File: src/rtl/csr_issue_pkg.sv
// csr_issue_pkg
// Shared definitions for the CSR issue stage: register-bus width, SYSTEM
// opcode, CSR operation encodings, FSM state encoding and a small decode
// helper used at instruction accept time.
package csr_issue_pkg;

    localparam int         REG_BUS       = 64;
    localparam logic [6:0] OPCODE_SYSTEM = 7'b1110011;

    localparam logic [1:0] CSR_RW = 2'b01;
    localparam logic [1:0] CSR_RS = 2'b10;
    localparam logic [1:0] CSR_RC = 2'b11;

    typedef enum logic [1:0] {
        ST_IDLE  = 2'b00,
        ST_READ  = 2'b01,
        ST_WRITE = 2'b10,
        ST_RESP  = 2'b11
    } state_e;

    // A CSR write happens for every RW, and for RS/RC only when the
    // rs1/uimm field is non-zero (CSRRS/CSRRC with x0 are pure reads).
    function automatic logic write_required(input logic [1:0] op,
                                            input logic [4:0] src_field);
        return (op == CSR_RW) || (src_field != 5'd0);
    endfunction

endpackage

File: src/rtl/csr_issue.sv
// csr_issue
// Issues one Zicsr SYSTEM instruction at a time to a single implemented CSR
// (CSR_CYCLE_ADDR). Sequence per instruction: IDLE -> READ -> [WRITE] -> RESP,
// or IDLE -> RESP directly for an illegal instruction.
// Ports:
//   clk, rst                 clock, asynchronous active-high reset
//   in_valid/in_ready        instruction offer / accept handshake
//   inst, rs1_data           SYSTEM instruction word and rs1 value
//   csr_addr/rena/wena/op    CSR unit control
//   csr_wdata, csr_rdata     CSR unit write operand / combinational read data
//   out_valid/out_ready      writeback handshake
//   out_rd/rd_wen/rd_data    writeback destination, enable, old CSR value
//   out_illegal              illegal-instruction flag
//   busy                     high whenever the FSM is not in IDLE
module csr_issue
    import csr_issue_pkg::*;
#(
    parameter logic [11:0] CSR_CYCLE_ADDR = 12'hB00
) (
    input  logic               clk,
    input  logic               rst,
    input  logic               in_valid,
    output logic               in_ready,
    input  logic [31:0]        inst,
    input  logic [REG_BUS-1:0] rs1_data,
    output logic [11:0]        csr_addr,
    output logic               csr_rena,
    output logic               csr_wena,
    output logic [1:0]         csr_op,
    output logic [REG_BUS-1:0] csr_wdata,
    input  logic [REG_BUS-1:0] csr_rdata,
    output logic               out_valid,
    input  logic               out_ready,
    output logic [4:0]         out_rd,
    output logic               out_rd_wen,
    output logic [REG_BUS-1:0] out_rd_data,
    output logic               out_illegal,
    output logic               busy
);

    state_e             state_q, state_d;
    logic [4:0]         rd_q;
    logic [1:0]         op_q;
    logic [11:0]        addr_q;
    logic [REG_BUS-1:0] operand_q;
    logic [REG_BUS-1:0] old_q;
    logic               illegal_q;
    logic               wreq_q;
    logic               ready_q;

    // Decode of the offered instruction, consumed only on accept.
    logic [2:0]         dec_funct3_s;
    logic [1:0]         dec_op_s;
    logic [11:0]        dec_addr_s;
    logic               dec_wreq_s;
    logic               dec_illegal_s;
    logic [REG_BUS-1:0] dec_operand_s;
    logic               accept_s;

    assign dec_funct3_s  = inst[14:12];
    assign dec_op_s      = dec_funct3_s[1:0];
    assign dec_addr_s    = inst[31:20];
    assign dec_wreq_s    = write_required(dec_op_s, inst[19:15]);
    assign dec_operand_s = dec_funct3_s[2] ? {{(REG_BUS-5){1'b0}}, inst[19:15]} : rs1_data;
    // addr[11:10]==11 marks a read-only CSR; writing it is illegal.
    assign dec_illegal_s = (inst[6:0] != OPCODE_SYSTEM) ||
                           (dec_op_s == 2'b00) ||
                           (dec_addr_s != CSR_CYCLE_ADDR) ||
                           ((dec_addr_s[11:10] == 2'b11) && dec_wreq_s);
    assign accept_s      = in_valid && in_ready;

    // FSM state register.
    always_ff @(posedge clk or posedge rst) begin
        if (rst) begin
            state_q <= ST_IDLE;
        end else begin
            state_q <= state_d;
        end
    end

    // FSM next-state logic.
    always_comb begin
        state_d = state_q;
        case (state_q)
            ST_IDLE: begin
                if (accept_s) begin
                    state_d = dec_illegal_s ? ST_RESP : ST_READ;
                end else begin
                    state_d = ST_IDLE;
                end
            end
            ST_READ: begin
                if (wreq_q) begin
                    state_d = ST_WRITE;
                end else begin
                    state_d = ST_RESP;
                end
            end
            ST_WRITE: state_d = ST_RESP;
            ST_RESP: begin
                if (out_ready) begin
                    state_d = ST_IDLE;
                end else begin
                    state_d = ST_RESP;
                end
            end
            default: state_d = ST_IDLE;
        endcase
    end

    // Instruction fields, old CSR value and the post-reset ready flag.
    always_ff @(posedge clk or posedge rst) begin
        if (rst) begin
            rd_q      <= 5'd0;
            op_q      <= 2'b00;
            addr_q    <= 12'd0;
            operand_q <= {REG_BUS{1'b0}};
            old_q     <= {REG_BUS{1'b0}};
            illegal_q <= 1'b0;
            wreq_q    <= 1'b0;
            ready_q   <= 1'b0;
        end else begin
            // in_ready stays low until the first edge after reset release.
            ready_q <= 1'b1;
            if (accept_s) begin
                rd_q      <= inst[11:7];
                op_q      <= dec_op_s;
                addr_q    <= dec_addr_s;
                operand_q <= dec_operand_s;
                illegal_q <= dec_illegal_s;
                wreq_q    <= dec_wreq_s;
                old_q     <= {REG_BUS{1'b0}};
            end else if (state_q == ST_READ) begin
                old_q <= csr_rdata;
            end else begin
                old_q <= old_q;
            end
        end
    end

    // Moore outputs decoded purely from registered state, so a reset
    // (which clears state asynchronously) drops every strobe at once.
    always_comb begin
        in_ready    = 1'b0;
        busy        = 1'b0;
        csr_addr    = 12'd0;
        csr_rena    = 1'b0;
        csr_wena    = 1'b0;
        csr_op      = 2'b00;
        csr_wdata   = {REG_BUS{1'b0}};
        out_valid   = 1'b0;
        out_rd      = 5'd0;
        out_rd_wen  = 1'b0;
        out_rd_data = {REG_BUS{1'b0}};
        out_illegal = 1'b0;
        case (state_q)
            ST_IDLE: in_ready = ready_q;
            ST_READ: begin
                busy     = 1'b1;
                csr_addr = addr_q;
                csr_op   = op_q;
                // CSRRW to x0 must not cause read side effects.
                csr_rena = (rd_q != 5'd0) || (op_q != CSR_RW);
            end
            ST_WRITE: begin
                busy      = 1'b1;
                csr_addr  = addr_q;
                csr_op    = op_q;
                csr_wena  = 1'b1;
                csr_wdata = operand_q;
            end
            ST_RESP: begin
                busy        = 1'b1;
                out_valid   = 1'b1;
                out_rd      = rd_q;
                out_rd_wen  = (rd_q != 5'd0) && !illegal_q;
                out_rd_data = old_q;
                out_illegal = illegal_q;
            end
            default: busy = 1'b0;
        endcase
    end

endmodule
File: config.mk
export PLATFORM = sky130hd
export DESIGN_NAME = csr_issue
export DESIGN_NICKNAME = d
export VERILOG_FILES = /design/src/rtl/csr_issue_pkg.sv /design/src/rtl/csr_issue.sv
export SDC_FILE = /design/constraint.sdc
export NUM_CORES = 1
export LEC_CHECK = 0
export BUFFER_PORTS_ARGS = -buffer_cell sky130_fd_sc_hd__buf_2
export CAP_MARGIN = 20
export CORE_ASPECT_RATIO = 0.75
export CORE_MARGIN = 1
export CORE_UTILIZATION = 40
export DETAILED_ROUTE_END_ITERATION = 10
export PLACE_DENSITY = 0.71
export SYNTH_ARGS = -nofsm -noshare
export SYNTH_HDL_FRONTEND = slang
export SYNTH_SLANG_ARGS = --single-unit
export TNS_END_PERCENT = 100
File: constraint.sdc
create_clock -name clk -period 7.14 [get_ports clk]
set_clock_uncertainty 0.1 [all_clocks]
set_input_delay 1.428 -clock clk [delete_from_list [all_inputs] [get_ports clk]]
set_output_delay 1.428 -clock clk [all_outputs]
set_load 0.01 [all_outputs]
==> results.toml <==
[route]
avgRoutedWirePerCell_um = 14.8
ant_nets = 0
avgViaCountPerCell = 4.65
totalWireLength_um = 19400
vias = 6102
drcViolationCount = 0
drt_iter0_markers = 299
dr.pass1.iters = 4

[global_routing]
grt_pass1_vias = 5890
groute.usage.overall = 0.206
antenna_found_initial = 0
grt_max_degree = 88
gr-total-overflow = 0
grt_pass1_wl_um = 30100

[final_layout]
area_growth_pct = 32.3
final_common_cell = "buf_2"
final_cell_mix = "buf_2 (317), nand2_1 (178), dfrtp_1 (152), and2_1 (149), mux2i_1 (69)"
stdcell_count = 1311
drive_above_1_share = 0.340
diodes = 0
num-nets-final = 1225

[clocking]
clockRootBuffer = "clkbuf_16"
cts_buffers = 17
clk_path_buf_depth = 2
path_clk_slew_ns = 0.06
post_cts_resize_count = 0
post_cts.repair.setup_buffers = 0
clock_latency_ns = 0.41
cts_max_level = 4
clock_sinks = 152
cts_tree = "built"
cts-hold-fix-buffers = 0

[setup_path]
crit_path_start_kind = "flip-flop"
reg2reg_to = "state_q[1]"
crit_type = "flip-flop to output pin"
critPathSlowestCell = "ha_4"
rrSetupSlack_ns = 4.05
reg2reg_from = "state_q[1]"
path_cells = "inv_1 -> ha_4 -> buf_16 -> inv_1 -> a31oi_1 -> buf_2"
cpLargestDelayFamily = "buffers and inverters"
path_max_fanout = 42
path_buf_inv = 4
worst_setup_path_end_kind = "output pin"
cp_slowest_stage_delay_ns = 0.46
required_ns = 5.61
cp.arrival_ns = 2.14
crit_top_cell = "inv_1"
rr_worst_depth = 6

[synthesis]
synth.avg_cell_area_um2 = 9.50
ys_seq_elements = 152
netlist_instances = 772
synth_fp_nets = 941
yosysWarnings = 0
synth_area_mm2 = 0.00733
yosysSeqAreaShare = 0.519
yosysUniqueCellTypes = 31

[floorplanning]
io_pins = 318
start_util = 0.412
design.core.area_mm2 = 0.0178
num_rows = 42
die_h_um = 119
die_w_um = 158
dieArea_mm2 = 0.0189

[sta]
tightest_slew_ns = 1.03
final.period_utilization = 0.514
slew_viol_final = 0
whs_ns = 0.357
setup_tns_ns = 0
setup_viol = 0
rsz0062_at_grt = "false"
hold_viol_final = 0
max_freq_mhz = 273
min_period_ns = 3.67
slew_headroom = 0.316

[power]
power_density_mw_per_mm2 = 398
irDropWorstVdd_v = 0.000214
p_leak_nw = 5.38

[worst_hold_path]
holdPathEnd = "operand_q[16]"
min-delay-start = "operand_q[16]"
hp-class = "flip-flop to flip-flop"
holdPathStages = 2

[place]
dpl.cell_count = 1276
place.gp.congestion = 0.778
port-buffer-count = 317
hpwl_um = 13000

[flow_run]
cap_viol_max_count = 0

[outcome]
status = "complete, no violations"
worst max path at each step:
stage / start / endpoint / slack, ns / depth (start not counted)
6_report: state_q[1] / csr_rena / 3.47 / 6
5_1_grt: state_q[1] / csr_rena / 3.31 / 6
4_1_cts: state_q[1] / csr_rena / 3.19 / 5
3_5_place_dp: in_valid / state_q[1] / 3.47 / 5
3_3_place_gp: in_valid / state_q[1] / 3.49 / 5
2_1_floorplan: rst / addr_q[0] / 1.52 / 1
layer usage:
metal | wire, um | track usage | share of wire | vias to the layer above
li1 | - | - | - | 3028
met1 | 8240 | 0.250 | 0.43 | 2829
met2 | 9100 | 0.339 | 0.47 | 223
met4 | 264 | 0.0553 | 0.014 | 0
met5 | 0 | 0 | 0 | -
met3 | 1770 | 0.0819 | 0.092 | 22
final cells by class:
type / instances / area, um^2
Sequential cell: 152 / 3800
Clock inverter: 14 / 160
Fill cell: 1657 / 8120
Inverter: 7 / 31.3
Multi-Input combinational cell: 556 / 3290
Timing Repair Buffer: 322 / 1670
Tap cell: 242 / 303
Clock buffer: 18 / 439
flip-flops by register name, summed over array words and instances, names as in the netlist:
signal and count:
addr_q 12, illegal_q 1, old_q 64, op_q 2
operand_q 64, rd_q 5, ready_q 1, state_q 2
wreq_q 1
tightest hold or removal path, cell delays in order, from the launching register on:
cell     delay [ns]
dfrtp_1        0.33
nand2_1        0.05
nand2_1        0.05
synth_stat cells, drive strengths merged:
cell | number | area share
mux2i | 69 | 0.094
a31oi | 4 | 0.0034
ha | 5 | 0.0085
clkbuf | 35 | 0.018
nor2b | 1 | 0.00085
o21a | 1 | 0.0010
nor3b | 1 | 0.0010
o32ai | 1 | 0.0012
or4b | 2 | 0.0032
o32a | 1 | 0.0014
and2 | 149 | 0.13
or2 | 1 | 0.00085
dfrtp | 152 | 0.52
nor4 | 2 | 0.0038
nand3b | 60 | 0.061
a21oi | 1 | 0.00068
nor4b | 1 | 0.0012
nand3 | 1 | 0.00068
nor2 | 68 | 0.035
or4 | 1 | 0.0010
o21ai | 6 | 0.0041
conb | 1 | 0.00051
nand4b | 1 | 0.0012
buf | 22 | 0.015
inv | 7 | 0.0036
nand2 | 178 | 0.091
and3 | 1 | 0.00085
metrics by stage:
| step | total power [W] | instance area [um^2] | setup WS (ns) | utilization |
|---|---|---|---|---|
| 4_1_cts | 0.00388 | 9630 | 3.19 | 0.541 |
| 3_5_place_dp | 0.00296 | 9030 | 3.47 | 0.507 |
| 3_3_place_gp | 0.00291 | 9030 | 3.49 | 0.507 |
| 2_1_floorplan | 0.00242 | 7330 | 1.52 | - |
| 6_report | 0.00386 | 9700 | 3.47 | 0.544 |
| 5_1_grt | 0.00416 | 9700 | 3.31 | 0.544 |
power breakdown:
part           internal [W]  total, W  leakage, nW  switching, W
clock network      0.000533  0.000909        0.286      0.000376
logic              0.000651   0.00149         3.17      0.000835
registers           0.00126   0.00146         1.92      0.000198
cells by family (layout without fill, tap and decap cells):
family	count (synthesis)	count (layout)	synth area share
compound gates	14	14	0.0118
flops	152	152	0.519
fa+ha+maj	5	5	0.00853
other cells	1	1	0.000512
buf+inv	64	361	0.0369
simple gates	467	467	0.329
mux	69	69	0.0942
Power figures use the tool's default switching activity.
